==> src/rtl/game_pkg.sv <==
// Shared types and widths for the game-flow sequencer.
//   game_state_t : 3-bit game-flow state encoding (also driven on game_state)
//   LEVEL_W      : width of the level index
//   FRAME_CNT_W  : width of the DYING/WIN frame counter
package game_pkg;

  localparam int LEVEL_W     = 2;
  localparam int FRAME_CNT_W = 8;

  typedef enum logic [2:0] {
    TITLE = 3'd0,
    SPAWN = 3'd1,
    PLAY  = 3'd2,
    DYING = 3'd3,
    WIN   = 3'd4,
    DONE  = 3'd5
  } game_state_t;

endpackage

==> src/rtl/rise_detect.sv <==
// Registered rising-edge detector.
//   Clk   : system clock
//   Reset : synchronous, active-high reset (clears history and pulse)
//   d     : level input sampled on Clk
//   pulse : one-cycle pulse, registered, the cycle after d is first seen high
module rise_detect (
  input  logic Clk,
  input  logic Reset,
  input  logic d,
  output logic pulse
);

  logic d_q;

  always_ff @(posedge Clk) begin
    if (Reset) begin
      d_q   <= 1'b0;
      pulse <= 1'b0;
    end else begin
      d_q   <= d;
      pulse <= d & ~d_q;
    end
  end

endmodule

==> src/rtl/game_flow_controller.sv <==
// Game-flow sequencer for the player datapath.
// Owns the TITLE/SPAWN/PLAY/DYING/WIN/DONE state machine, the level index and
// the frame counter that times the death and win pauses. Emits a one-cycle
// revive pulse in SPAWN and passes the player keys through only in PLAY.
//   Clk, Reset                         : clock, synchronous active-high reset
//   frame_clk                          : frame-rate clock, edge-detected on Clk
//   start                              : start key (rising edge used)
//   fireboy_dead, icegirl_dead         : hazard contact flags
//   fireboy_at_door, icegirl_at_door   : players inside their exit doors
//   {fb,ig}_{jump,left,right}_in       : raw keys
//   {fb,ig}_{jump,left,right}          : keys gated to PLAY
//   revive                             : reload pulse to both players
//   game_state, level                  : current state and 0-based level
module game_flow_controller
  import game_pkg::*;
#(
  parameter int DEATH_FRAMES = 60,
  parameter int WIN_FRAMES   = 120,
  parameter int NUM_LEVELS   = 3
) (
  input  logic         Clk,
  input  logic         Reset,
  input  logic         frame_clk,
  input  logic         start,
  input  logic         fireboy_dead,
  input  logic         icegirl_dead,
  input  logic         fireboy_at_door,
  input  logic         icegirl_at_door,
  input  logic         fb_jump_in,
  input  logic         fb_left_in,
  input  logic         fb_right_in,
  input  logic         ig_jump_in,
  input  logic         ig_left_in,
  input  logic         ig_right_in,
  output logic         fb_jump,
  output logic         fb_left,
  output logic         fb_right,
  output logic         ig_jump,
  output logic         ig_left,
  output logic         ig_right,
  output logic         revive,
  output logic [2:0]   game_state,
  output logic [1:0]   level
);

  localparam logic [FRAME_CNT_W-1:0] DEATH_LAST = FRAME_CNT_W'(DEATH_FRAMES - 1);
  localparam logic [FRAME_CNT_W-1:0] WIN_LAST   = FRAME_CNT_W'(WIN_FRAMES - 1);
  localparam logic [LEVEL_W-1:0]     LAST_LEVEL = LEVEL_W'(NUM_LEVELS - 1);

  game_state_t            state_q, state_d;
  logic [FRAME_CNT_W-1:0] frame_cnt_q;
  logic [LEVEL_W-1:0]     level_q;
  logic                   frame_edge, start_edge;
  logic                   play_en;

  // frame_edge lags frame_clk by one Clk, same as the players' own detector,
  // so a revive reload always lands before their next frame update.
  rise_detect u_frame_rd (.Clk(Clk), .Reset(Reset), .d(frame_clk), .pulse(frame_edge));
  rise_detect u_start_rd (.Clk(Clk), .Reset(Reset), .d(start),     .pulse(start_edge));

  wire any_dead  = fireboy_dead | icegirl_dead;
  wire both_door = fireboy_at_door & icegirl_at_door;
  // Exit on the N-th edge: counter holds N-1 edges seen so far.
  wire death_end = frame_edge && (frame_cnt_q == DEATH_LAST);
  wire win_end   = frame_edge && (frame_cnt_q == WIN_LAST);

  // State register
  always_ff @(posedge Clk) begin
    if (Reset) state_q <= TITLE;
    else       state_q <= state_d;
  end

  // Next-state logic
  always_comb begin
    state_d = state_q;
    case (state_q)
      TITLE: if (start_edge) state_d = SPAWN;
      SPAWN: state_d = PLAY;
      PLAY: begin
        // death wins over a same-cycle door arrival
        if (any_dead)                     state_d = DYING;
        else if (both_door && frame_edge) state_d = WIN;
      end
      DYING: if (death_end) state_d = SPAWN;
      WIN:   if (win_end)   state_d = (level_q == LAST_LEVEL) ? DONE : SPAWN;
      DONE:  if (start_edge) state_d = SPAWN;
      default: state_d = TITLE;  // 6/7 are illegal
    endcase
  end

  // Frame counter: zeroed on entry to a timed state, counts edges inside it.
  always_ff @(posedge Clk) begin
    if (Reset)
      frame_cnt_q <= '0;
    else if ((state_d == DYING || state_d == WIN) && state_d != state_q)
      frame_cnt_q <= '0;
    else if ((state_q == DYING || state_q == WIN) && frame_edge)
      frame_cnt_q <= frame_cnt_q + FRAME_CNT_W'(1);
  end

  // Level changes on the edge that enters SPAWN, so it is stable under revive.
  always_ff @(posedge Clk) begin
    if (Reset)
      level_q <= '0;
    else if (state_q == WIN && state_d == SPAWN)
      level_q <= level_q + LEVEL_W'(1);
    else if (state_q == DONE && state_d == SPAWN)
      level_q <= '0;
  end

  // Outputs; held at their idle values while Reset is asserted.
  always_comb begin
    revive     = 1'b0;
    play_en    = 1'b0;
    game_state = 3'd0;
    if (!Reset) begin
      revive     = (state_q == SPAWN);
      play_en    = (state_q == PLAY);
      game_state = state_q;
    end
    fb_jump  = fb_jump_in  & play_en;
    fb_left  = fb_left_in  & play_en;
    fb_right = fb_right_in & play_en;
    ig_jump  = ig_jump_in  & play_en;
    ig_left  = ig_left_in  & play_en;
    ig_right = ig_right_in & play_en;
  end

  assign level = level_q;

endmodule

==> config.mk <==
export PLATFORM = sky130hd
export DESIGN_NAME = game_flow_controller
export DESIGN_NICKNAME = d
export VERILOG_FILES = /design/src/rtl/game_pkg.sv /design/src/rtl/rise_detect.sv /design/src/rtl/game_flow_controller.sv
export SDC_FILE = /design/constraint.sdc
export NUM_CORES = 1
export LEC_CHECK = 0
export BUFFER_PORTS_ARGS = -buffer_cell sky130_fd_sc_hd__buf_2
export CAP_MARGIN = 20
export CORE_MARGIN = 3
export CORE_UTILIZATION = 25
export DETAILED_ROUTE_END_ITERATION = 12
export PLACE_DENSITY_LB_ADDON = 0.2
export SYNTH_ARGS = -nofsm -noshare
export SYNTH_HDL_FRONTEND = slang
export SYNTH_SLANG_ARGS = --single-unit
==> constraint.sdc <==
create_clock -name Clk -period 2.1 [get_ports Clk]
set_input_delay 0 -clock Clk [delete_from_list [all_inputs] [get_ports Clk]]
set_output_delay 0 -clock Clk [all_outputs]
set_load 0.01 [all_outputs]
Word-level counts from Yosys, hierarchy flattened
Cells that the tools add are included.
- memories kept: 0
- bits in writable memories: 0
- output and inout port bits: 12
- latch bits: 0
- flip-flop bits (word level): 17
- ROM bits: 0
- word-level logic and storage cells: 58
- add/subtract/negate cells: 2
- reductions and logical operators: 13
- shift operators: 0
- div/mod/pow operators: 0
- multiply operators: 0
- equality and inequality tests: 12
- bitwise operators: 12
- order comparisons: 0
- muxes and demuxes: 12
- operator list (kind ; number):
    3-bit 2-to-1 mux ; 7
    3-bit case mux with 5 select lines ; 1
    1-bit AND ; 9
    3-bit by 2-bit == test with 1-bit output (second input constant) ; 3
    3-bit == test (second input constant) ; 3
    8-bit by 1-bit adder with 8-bit output (second input constant) ; 1
    8-bit by 6-bit == test with 1-bit output (second input constant) ; 1
    8-bit by 7-bit == test with 1-bit output (second input constant) ; 1
    1-bit logical AND ; 7
    3-bit by 1-bit == test with 1-bit output (second input constant) ; 2
    2-bit 2-to-1 mux ; 2
    2-bit OR reduction ; 2
    3-bit logical NOT ; 1
    3-bit != test ; 1
    2-bit by 1-bit adder with 2-bit output (second input constant) ; 1
    2-bit == test (second input constant) ; 1
    1-bit logical OR ; 2
    1-bit 2-to-1 mux ; 2
    1-bit NOT ; 2
    2-bit nonzero test ; 1
    1-bit OR ; 1

Logic depth before layout (Yosys ltp)
Gate-level depths: netlist of run 1.
- depth in word-level cells: 9
- gate-level depth with buffers: 6
- mapped depth without buffers: 6

Modules after synthesis
A second synthesis of run 1 with hierarchy kept.
- cell total of the unflattened synthesis: 113
- area, all modules: 984.7 sq um
- by module, submodules not included (module ; area each (sq um) ; cells each ; times used ; seq. area each (sq um)):
    game_flow_controller ; 867.1 ; 105 ; 1 ; 260.2
    rise_detect ; 58.8 ; 4 ; 2 ; 40.0

Worst setup path before layout of run 1
OpenSTA, ideal clock, no wires.
- path type: reg-to-reg
- start point: reg frame_cnt_q[0]
- end point: reg level_q[0] (netlist: level[0])
- setup time: 0.123 ns
- data required time: 1.977 ns
- path slack: 0.140 ns
- clock period less this slack: 1.960 ns
- arrival time: 1.836 ns
- stages on the path, launching flop included: 7
- buffers on the path: 0
- path through: dfxtp_1 ha_1 nand4_1 or3_4 a221oi_4 o2111ai_1 mux2_1
- longest elaborated chain between the ends: 7
- RTL lines (item ; line ; RTL):
    from (decl) ; game_flow_controller.sv:51 ; logic [FRAME_CNT_W-1:0] frame_cnt_q;
    from (signal assigned) ; game_flow_controller.sv:98 ; frame_cnt_q <= frame_cnt_q + FRAME_CNT_W'(1);
    8-bit by 7-bit == test with 1-bit output or 8-bit by 6-bit == test with 1-bit output (tied branches) ; game_flow_controller.sv:65, game_flow_controller.sv:64 ;
    1-bit logical AND (on tied branches) ; game_flow_controller.sv:65, game_flow_controller.sv:64 ;
    3-bit 2-to-1 mux (on tied branches) ; game_flow_controller.sv:85, game_flow_controller.sv:84 ;
    3-bit case mux with 5 select lines (*) ; game_flow_controller.sv:76 ; case (state_q)
    3-bit by 1-bit == test with 1-bit output (*) ; game_flow_controller.sv:105, game_flow_controller.sv:107 ;
    1-bit logical AND (on tied branches) ; game_flow_controller.sv:105, game_flow_controller.sv:107 ;
    2-bit 2-to-1 mux or 2-bit nonzero test (tied branches) ; n/a ;
    to (signal assigned) ; game_flow_controller.sv:106 ; level_q <= level_q + LEVEL_W'(1);
    to (decl) ; game_flow_controller.sv:52 ; logic [LEVEL_W-1:0] level_q;
Every way passes the cells marked *; elsewhere a longest branch is shown, timed or not.
A chain may end at the register's enable or synchronous reset.

Worst setup path after layout of run 1
Same ends and word-level chain as after synthesis.

==> summary.md, run 1 <==
| Metric | Value |
|---|---|
| Status | `finished, violations left` |
| Failing checks | `hold timing` |
| Buf+Inv Stages, Crit Path | `0` |
| Syn Area/Cell | `8.92 um2` |
| Detail Route Antenna Nets | `0` |
| Fill cell count | `384` |
| Area contributors post-synth | `dfxtp_1 34%, nor2b_1 5.6%, and2_1 4.3%` |
| Setup ws final | `0.120 ns` |
| Hold Slack | `-0.00165 ns` |
| Root buffer cell | `clkbuf_8` |
| First-pass GRT wire length | `4370 um` |
| Port Buffer Count | `25` |
| Die width | `69.5 um` |
| H-tree depth | `1` |
| Commonest cells post-synth | `17 x dfxtp_1, 10 x nor2_1, 9 x nor2b_1` |
| Mapped Area | `0.00101 mm2` |
| Synth Register Bits | `17` |
| Flop pwr share | `43.8%` |
| Final setup fails | `0` |
| GP Congestion | `0.716` |
| Worst vdd ir | `0.316 mV` |
| Final Max Tran Viols | `0` |
| Sw frac | `29.6%` |
| Fin. Hold Viols | `1` |
| Clk sinks | `17` |
| GRT Resource Usage Total | `10.9%` |
| Leading area contributor after synthesis | `dfxtp_1` |
| Ratio of cells with drive above 1 in the final layout | `34.7%` |
| Ant diodes | `0` |
| Drt first pass iters | `4` |
| I/O pin count | `26` |
| CP Max Fanout | `3` |
| Hold WC Path Type | `input port to flop` |
| Max Cap Viol | `0` |
| Clock share of power | `30.4%` |
| Syn_nets | `129` |
| P&R area growth vs syn | `34.6%` |
| Vias in the first global route | `979` |
| Via count | `950` |
| Pleak | `0.552 nW` |
| Final instance area | `0.00136 mm2` |
| Syn Inst Count | `113` |
| Syn. warnings | `0` |
| Area share of the largest cell type after synthesis | `33.7%` |
| Cell Area, Placed | `0.00125 mm2` |
| CTS tree | `yes` |
| DRC | `0` |
| Row Count | `22` |
| Routed wire per std cell | `12.8 um` |
| Routed vias/inst | `4.80` |
| Setup TNS Final | `0 ns` |
| Sw power | `236 uW` |
| Post-layout min period | `1.98 ns` |
| Initial antenna violation count | `0` |
| Initial Util | `26.7%` |
| Pre-CTS setup slack | `0.00352 ns` |
| Arrival @ worst endpoint | `2.12 ns` |
| Dominant cell by count in the synthesized netlist | `dfxtp_1` |
| Register area share after synthesis | `33.7%` |
| Clock Latency Late Sink | `0.25 ns` |
| CP Data Required Time | `2.24 ns` |
| Nets | `167` |
| Overall Power | `796 uW` |
| CP top delay family | `simple AND/OR/NAND/NOR gates` |
| RSZ-0062 raised after global routing | `false` |
| CP max-delay cell | `or3_4` |
| Final HPWL DP | `1970 um` |
| Gr ovfl total | `0` |
| CP Launch Point | `frame_cnt_q[0]$_SDFFE_PP0P_` |
| Die area | `0.00483 mm2` |
| Pint | `561 uW` |
| Worst slew margin | `60.8%` |
| CP Cell Sequence | `ha_4 -> nand4_1 -> or3_4 -> a221oi_4 -> o2111ai_2 -> mux2_4` |
| Crit end category | `flop` |
| PwrDens | `587 mW/mm2` |
| Reg-to-reg critical path startpoint | `frame_cnt_q[0]$_SDFFE_PP0P_` |
| Worst Path Class, Setup | `flop to flop` |
| CP Launch Type | `flop` |
| Comb power frac | `25.7%` |
| Post-synthesis cell type count | `42` |
| Reg area | `344 um2` |
| Post-layout util | `36.0%` |
| EDFF count, synth | `0` |
| Total wire length | `2530 um` |
| Pin count of the biggest net entering global routing | `16` |
| Min-delay src | `start` |
| Final Cycle Share | `94.3%` |
| CTS Buf Count | `3` |
| Max Buffers Root-to-Sink | `2` |
| Core region area | `0.00377 mm2` |
| F_max | `505 MHz` |
| Post-synth ARST share | `0%` |
| Clock Skew | `0.000599 ns` |
| Reg clk slew, reported paths | `0.07 ns` |
| Crit path largest cell delay | `0.44 ns` |
| Die Ht | `69.5 um` |
| Worst slew pin tran | `0.583 ns` |
| Most used DFF post-synth | `dfxtp_1` |
| Area of the multi-input gates | `672 um2` |
| 1st-iter DRT viols | `71` |
==> per-stage QoR <==
step | hold slack [ns] | std cells
floorplan | 0.0791 | 113
global placement | 0.244 | 192
detailed placement | 0.261 | 192
CTS | 0.000966 | 198
global route | 0.0233 | 198
finish | -0.00165 | 198
==> metal layers <==
layer  track usage, %  routed length, um  vias to the layer above
met4             3.25                 17                        0
met5                0                  0                        -
li1                 -                  -                      488
met2             19.1               1260                        8
met3             2.17                 50                        2
met1             13.4               1200                      452
==> logic make-up after synthesis <==
kind of cell	synth area share (%)
AO/OA/AOI/OAI	20.5
XOR/XNOR	6.08
adder cells (fa/ha/maj)	2.48
buffers and inverters	3.47
flip-flops	33.7
multiplexers	2.11
AND/OR/NAND/NOR	31.6
==> worst paths after layout <==
path,depth (start not counted),endpoint,slack [ns]
setup reg to reg,6,level[0]$_SDFFE_PP0P_,0.12
setup / recovery,6,level[0]$_SDFFE_PP0P_,0.12
hold reg to reg,1,u_frame_rd.pulse$_SDFF_PP0_,0.38
hold / removal,2,u_start_rd.d_q$_SDFF_PP0_,-0.002
==> cells in the final DEF, fill, tap and decap left out, drive strengths merged, types with 3 or more instances in the layout <==
| cell type | count |
|---|---|
| nor4 | 4 |
| o211ai | 3 |
| or3 | 3 |
| clkbuf | 4 |
| a21boi | 3 |
| buf | 36 |
| nor2b | 9 |
| and2 | 7 |
| dfxtp | 17 |
| nor3 | 3 |
| xor2 | 5 |
| nor2 | 10 |
| a21oi | 7 |
| inv | 4 |
==> area by class of cell <==
cell class / instances / area share (%)
inverter: 4 / 1.11
sequential: 17 / 25.3
timing repair buffer: 37 / 16.3
clock buffer: 4 / 3.32
multi-input combinational: 88 / 49.5
tap: 48 / 4.42
==> flip-flops by register name, summed over array words and instances (netlist names) <==
name	cells
frame_cnt_q	8
level	2
state_q	3
u_frame_rd.d_q	1
u_frame_rd.pulse	1
u_start_rd.d_q	1
u_start_rd.pulse	1
==> power groups by stage <==
stage,Sequential [mW],Clock [mW],Combinational (mW)
6_report,0.349,0.242,0.205
5_1_grt,0.351,0.272,0.226
4_1_cts,0.346,0.257,0.194
3_5_place_dp,0.354,0,0.190
3_3_place_gp,0.353,0,0.190
2_1_floorplan,0.347,0,0.131
==> repair_timing <==
item / CTS / global route
endpoints found under the hold margin: 1 / 0
hold buffers: 1 / 0
buffers inserted: 1 / 0
endpoints found under the setup margin: 9 / 10
gates resized for setup: 1 / 10
pin swaps: 1 / 4
Note: power is estimated with default switching activity, not from simulation.
==> run 2: changes to the inputs <==
--- a/config.mk
+++ b/config.mk
@@ -12,4 +12,5 @@
 export DETAILED_ROUTE_END_ITERATION = 12
 export PLACE_DENSITY_LB_ADDON = 0.2
+export SKIP_LAST_GASP = 1
 export SYNTH_ARGS = -nofsm -noshare
 export SYNTH_HDL_FRONTEND = slang
==> constraint.sdc (replaced) <==
create_clock -name Clk -period 2.1 [get_ports Clk]
set_input_delay 0.21 -clock Clk [delete_from_list [all_inputs] [get_ports Clk]]
set_output_delay 0.21 -clock Clk [all_outputs]
set_load 0.01 [all_outputs]
==> run 2 against run 1 <==
The flow now finishes without violations. Combinational power hardly changed. Cell count is 0.51% lower. Worst hold slack better by 0.21 ns. Cell area is 0.55% lower. Critical endpoint unchanged.
==> summary.md, run 2 (same netlist as run 1, synthesis figures left out) <==
| Metric | Value |
|---|---|
| Status | `finished, final reports clean` |
| Arrival @ worst endpoint | `2.12 ns (about the same)` |
| Setup TNS Final | `0 ns (unchanged)` |
| Worst Path Class, Setup | `flop to flop` |
| Critical R2R Capture | `level[0]$_SDFFE_PP0P_` |
| Flop pwr share | `44.0% (+0.2 points)` |
| Setup ws final | `0.118 ns (-0.00224 ns)` |
| Die area | `0.00483 mm2 (unchanged)` |
| First-pass GRT wire length | `4340 um (-0.62%)` |
| DRC | `0 (unchanged)` |
| R2R Setup Slk | `0.12 ns (about the same)` |
| Sw frac | `29.8% (+0.19 points)` |
| Max Cap Viol | `0 (unchanged)` |
| Worst slew margin | `66.4% (+5.6 points)` |
| Ratio of cells with drive above 1 in the final layout | `35.6% (+0.90 points)` |
| Clk sinks | `17 (unchanged)` |
| I/O pin count | `26 (unchanged)` |
| Final instance area | `0.00135 mm2 (-0.55%)` |
| Via count | `956 (+0.63%)` |
| Max Buffers Root-to-Sink | `2 (unchanged)` |
| Routed vias/inst | `4.85 (+1.1%)` |
| Reg area | `344 um2 (unchanged)` |
| Initial Util | `26.7% (unchanged)` |
| Clock Skew | `0.000599 ns (+0.0000000280 ns)` |
| Post-layout min period | `1.98 ns (+0.00225 ns)` |
| Worst slew pin tran | `0.499 ns (-0.0837 ns)` |
| GRT Resource Usage Total | `10.9% (-0.060 points)` |
| Most common cell after layout, fill and taps aside | `buf_2` |
| H-tree depth | `1 (unchanged)` |
| Row Count | `22 (unchanged)` |
| CTS tree | `yes` |
| Cts hold-fix bufs | `0 (-1)` |
| Initial antenna violation count | `0 (unchanged)` |
| CTS Buf Count | `3 (unchanged)` |
| Die Ht | `69.5 um (unchanged)` |
| Sw power | `236 uW (+0.37%)` |
| Min-delay src | `start` |
| Die width | `69.5 um (unchanged)` |
| Fin. Hold Viols | `0 (-1)` |
| Crit end category | `flop` |
| Overall Power | `794 uW (-0.26%)` |
| Worst vdd ir | `0.317 mV (about the same)` |
| Vias in the first global route | `968 (-1.1%)` |
| Port Buffer Count | `25 (unchanged)` |
| Drt first pass iters | `4 (unchanged)` |
| Root buffer cell | `clkbuf_8` |
| Final Max Tran Viols | `0 (unchanged)` |
| F_max | `505 MHz (-0.11%)` |
| Pleak | `0.547 nW (-0.94%)` |
| Nets | `166 (-0.60%)` |
| Detail Route Antenna Nets | `0 (unchanged)` |
| Hold WC Path Type | `input port to flop` |
| Core region area | `0.00377 mm2 (unchanged)` |
| Reg clk slew, reported paths | `0.07 ns (about the same)` |
| GP Congestion | `0.716 (unchanged)` |
| CP Max Fanout | `3 (unchanged)` |
| Commonest non-fill, non-tap cells in the layout | `25 x buf_2, 14 x dfxtp_1, 11 x buf_4` |
| Reg-to-reg critical path startpoint | `frame_cnt_q[0]$_SDFFE_PP0P_` |
| Hold Slack | `0.209 ns (+0.211 ns)` |
| P&R area growth vs syn | `33.9%` |
| Final Cycle Share | `94.4% (+0.11 points)` |
| Clock share of power | `30.5% (about the same)` |
| Pin count of the biggest net entering global routing | `16 (unchanged)` |
| Gr ovfl total | `0 (unchanged)` |
| FF-to-FF path depth | `6 (unchanged)` |
| CP Data Required Time | `2.24 ns (about the same)` |
| Min-Delay Path Depth | `2 (unchanged)` |
| 1st-iter DRT viols | `50 (-30%)` |
| Ant diodes | `0 (unchanged)` |
| RSZ-0062 raised after global routing | `false` |
| Comb power frac | `25.5% (-0.2 points)` |
| Hold worst-path end | `u_start_rd.d_q$_SDFF_PP0_` |
| Clock Latency Late Sink | `0.25 ns (about the same)` |
| Pint | `558 uW (-0.53%)` |
| CP Launch Type | `flop` |
| Cell Area, Placed | `0.00125 mm2 (unchanged)` |
| Total wire length | `2530 um (about the same)` |
| Max FFs per register | `8 (unchanged)` |
| PwrDens | `588 mW/mm2 (+0.29%)` |
| Routed wire per std cell | `12.8 um (+0.55%)` |
| Area of the multi-input gates | `678 um2 (+0.93%)` |
| Final setup fails | `0 (unchanged)` |
| Reg with most FFs | `frame_cnt_q` |
| Fill cell count | `386 (+0.52%)` |
| Final HPWL DP | `1970 um (unchanged)` |
| Pre-CTS setup slack | `0.00352 ns (unchanged)` |
## run 2: repair_timing
action,in CTS,in global routing
endpoints found under the setup margin,9,16
pin swaps,1,4
buffers inserted,1,0
gates resized for setup,1,10
## run 2: metrics by stage
step	std cells	utilization [%]
finish	197	35.8
CTS	197	34.6
detailed placement	192	33.1
global placement	192	33.1
global route	197	35.8
floorplan	113	-
## run 2: critical path, stage by stage, from the launching register on
cell and delay, ns:
dfxtp_2 0.35, ha_4 0.14, nand4_1 0.16, or3_4 0.44, a221oi_4 0.27, o2111ai_2 0.19, mux2_4 0.33
## run 2: how the worst max path moves through the flow
stage	startpoint	endpoint	slack, ns	cells after the start
global route	frame_cnt_q[0]$_SDFFE_PP0P_	frame_cnt_q[1]$_SDFFE_PP0P_	0.03	7
finish	frame_cnt_q[0]$_SDFFE_PP0P_	level[0]$_SDFFE_PP0P_	0.12	6
floorplan	frame_cnt_q[0]$_SDFFE_PP0P_	level[0]$_SDFFE_PP0P_	0.14	6
detailed placement	state_q[0]$_SDFF_PP0_	frame_cnt_q[1]$_SDFFE_PP0P_	0.004	6
CTS	state_q[0]$_SDFF_PP0_	frame_cnt_q[1]$_SDFFE_PP0P_	0.03	7
global placement	frame_cnt_q[0]$_SDFFE_PP0P_	level[0]$_SDFFE_PP0P_	0.05	6
## run 2: power by group through the flow
| stage | combinational, mW | clock, mW | sequential, mW |
|---|---|---|---|
| 2_1_floorplan | 0.131 | 0 | 0.347 |
| 3_3_place_gp | 0.190 | 0 | 0.353 |
| 3_5_place_dp | 0.190 | 0 | 0.354 |
| 4_1_cts | 0.193 | 0.257 | 0.346 |
| 5_1_grt | 0.223 | 0.272 | 0.351 |
| 6_report | 0.202 | 0.243 | 0.349 |
## run 2: cell type report
cell class | instances | share of cell area (%)
multi-input combinational | 88 | 50.2
clock buffer | 4 | 3.34
sequential | 17 | 25.5
timing repair buffer | 36 | 15.4
inverter | 4 | 1.11
tap | 48 | 4.45
## run 2: layer usage
metal | share of wire (%) | wire length (um) | GRT usage (%)
met4 | 0.67 | 17 | 3.25
met3 | 2.3 | 57 | 2.17
met2 | 50 | 1270 | 18.9
met5 | 0 | 0 | 0
met1 | 47 | 1180 | 13.4
==> run 3: changes to the inputs <==
Settings changed: PLACE_DENSITY_LB_ADDON 0.2 to not set.
==> run 3 against run 2 <==
Register-to-register slack got worse by 0.11 ns. First-iteration DRC count down 50%. Global-route usage increased by 0.054 points. Combinational power about the same. Clock skew rose by 0.00069 ns. Routed wire length rose by 3.4%. Maximum frequency decreased by 5.4%. Worst hold slack got worse by 0.013 ns. Sequential power about the same. Clock power barely moved. Core utilization fell by 0.73 points. Non-clock buffer count unchanged. Critical path type unchanged.
==> summary.md, run 3 (same netlist as run 1, synthesis figures left out) <==
| Metric | Value |
|---|---|
| Post-layout util | `35.1% (-0.73 points)` |
| CP Launch Type | `flop` |
| P&R area growth vs syn | `31.1%` |
| Pre-CTS setup slack | `-0.0474 ns (-0.0510 ns)` |
| Buf+Inv Stages, Crit Path | `0 (unchanged)` |
| GRT Resource Usage Total | `10.9% (+0.054 points)` |
| Max layer used | `met4` |
| Via count | `1012 (+5.9%)` |
| Reg clk slew, reported paths | `0.06 ns (about the same)` |
| PwrDens | `595 mW/mm2 (+1.1%)` |
| Cts hold-fix bufs | `0 (unchanged)` |
| Max FFs per register | `8 (unchanged)` |
| Initial antenna violation count | `0 (unchanged)` |
| Cell Area, Placed | `0.00123 mm2 (-1.8%)` |
| Min-delay src | `start` |
| Ant diodes | `0 (unchanged)` |
| Max Cap Viol | `0 (unchanged)` |
| Hold Slack | `0.196 ns (-0.0129 ns)` |
| Total wire length | `2620 um (+3.4%)` |
| Final HPWL DP | `1970 um (+0.18%)` |
| CP Launch Point | `frame_cnt_q[1]$_SDFFE_PP0P_` |
| Die width | `69.5 um (unchanged)` |
| Pin count of the biggest net entering global routing | `16 (unchanged)` |
| Met3 Wirelength | `113 um (+98%)` |
| Core region area | `0.00377 mm2 (unchanged)` |
| Overall Power | `786 uW (-0.98%)` |
| Post-layout min period | `2.10 ns (+0.114 ns)` |
| Placed cells | `189 (-1.6%)` |
| GP Congestion | `0.889 (+24%)` |
| Final Max Tran Viols | `0 (unchanged)` |
| Drt first pass iters | `4 (unchanged)` |
| I/O pin count | `26 (unchanged)` |
| CTS Buf Count | `3 (unchanged)` |
| CP Data Required Time | `2.24 ns (about the same)` |
| Setup TNS Final | `0 ns (unchanged)` |
| Status | `finished, final reports clean` |
| Nets | `166 (unchanged)` |
| First-pass GRT wire length | `4250 um (-2.1%)` |
| Min-Delay Path Depth | `2 (unchanged)` |
| Worst slew margin | `61.7% (-4.7 points)` |
| Hold WC Path Type | `input port to flop` |
| Clock Latency Late Sink | `0.25 ns (about the same)` |
| Final Cycle Share | `99.8% (+5.4 points)` |
| Detail Route Antenna Nets | `0 (unchanged)` |
| Reg with most FFs | `frame_cnt_q` |
| Crit path largest cell delay | `0.44 ns (about the same)` |
| Met1 Wirelength | `1050 um (-11%)` |
| CP Max Fanout | `4 (+1)` |
| Area of the multi-input gates | `652 um2 (-3.9%)` |
| Setup ws final | `0.00397 ns (-0.114 ns)` |
| Die Ht | `69.5 um (unchanged)` |
| Max Buffers Root-to-Sink | `2 (unchanged)` |
| Clk sinks | `17 (unchanged)` |
| Hold worst-path end | `u_start_rd.d_q$_SDFF_PP0_` |
| Port Buffer Count | `25 (unchanged)` |
| R2R Setup Slk | `0.004 ns (-0.11 ns)` |
| Met2 WL | `1380 um (+8.4%)` |
| Reg-to-reg critical path startpoint | `frame_cnt_q[1]$_SDFFE_PP0P_` |
| Routed wire per std cell | `13.3 um (+3.4%)` |
| Critical R2R Capture | `level[0]$_SDFFE_PP0P_` |
| Ratio of cells with drive above 1 in the final layout | `34.2% (-1.3 points)` |
| Final Non-Filler Cells | `197 (unchanged)` |
| Die area | `0.00483 mm2 (unchanged)` |
| 1st-iter DRT viols | `25 (-50%)` |
| Commonest non-fill, non-tap cells in the layout | `25 x buf_2, 15 x dfxtp_1, 11 x buf_4` |
| Worst Path Class, Setup | `flop to flop` |
| CP Cell Sequence | `ha_2 -> nand4_1 -> or3_4 -> a221oi_4 -> o2111ai_2 -> mux2_4` |
| FF-to-FF path depth | `6 (unchanged)` |
| Crit end category | `flop` |
| Routed vias/inst | `5.14 (+5.9%)` |
| Fill cell count | `390 (+1.0%)` |
| DRC | `0 (unchanged)` |
| RSZ-0062 raised after global routing | `true` |
| Initial Util | `26.7% (unchanged)` |
| Clock Skew | `0.00129 ns (+0.000693 ns)` |
| Pleak | `0.548 nW (about the same)` |
| H-tree depth | `1 (unchanged)` |
| Gr ovfl total | `0 (unchanged)` |
| Fin. Hold Viols | `0 (unchanged)` |
| CP top delay family | `simple AND/OR/NAND/NOR gates` |
| Most common cell after layout, fill and taps aside | `buf_2` |
| Root buffer cell | `clkbuf_8` |
| Worst vdd ir | `0.443 mV (+40%)` |
| CP max-delay cell | `or3_4` |
| Worst slew pin tran | `0.570 ns (+0.0712 ns)` |
| F_max | `477 MHz (-5.4%)` |
| Reg area | `343 um2 (-0.36%)` |
| Final setup fails | `0 (unchanged)` |
| Arrival @ worst endpoint | `2.24 ns (+0.12 ns)` |
| Final instance area | `0.00132 mm2 (-2.0%)` |
| Vias in the first global route | `981 (+1.3%)` |
| Row Count | `22 (unchanged)` |
| CTS tree | `yes` |
run 3: cell counts in the layout (fill, tap and decap cells not counted):
No cell type changed its count.
run 3: how the worst max path moves through the flow:
stage | end | slack [ns] | depth (start not counted)
final | level[0]$_SDFFE_PP0P_ | 0.004 | 6
after global placement | level[0]$_SDFFE_PP0P_ | 0.07 | 6
after detailed placement | frame_cnt_q[2]$_SDFFE_PP0P_ | -0.05 | 6
after global routing | level[0]$_SDFFE_PP0P_ | -0.09 | 6
after floorplan | level[0]$_SDFFE_PP0P_ | 0.14 | 6
after CTS | level[0]$_SDFFE_PP0P_ | -0.03 | 6
run 3: layer usage:
metal  up-vias  track usage (%)
met2        36             20.2
met5         -                0
li1        486                -
met4         0             6.94
met3         5             1.16
met1       485             11.6
run 3: timing repair:
| action | in CTS | in global routing |
|---|---|---|
| pin swaps | 1 | 4 |
| gates resized for setup | 2 | 4 |
| endpoints found under the setup margin | 15 | 10 |
| buffers inserted | 1 | 3 |
run 3: final cells by class:
class	count	share of cell area, %
Timing Repair Buffer	36	15.7
Sequential cell	17	25.9
Tap cell	48	4.54
Multi-Input combinational cell	88	49.3
Clock buffer	4	3.41
Inverter	4	1.14
run 3: power breakdown:
| part | switching (mW) | internal, mW |
|---|---|---|
| logic | 0.114 | 0.0849 |
| clock network | 0.107 | 0.135 |
| registers | 0.0115 | 0.334 |
| total | 0.232 | 0.554 |
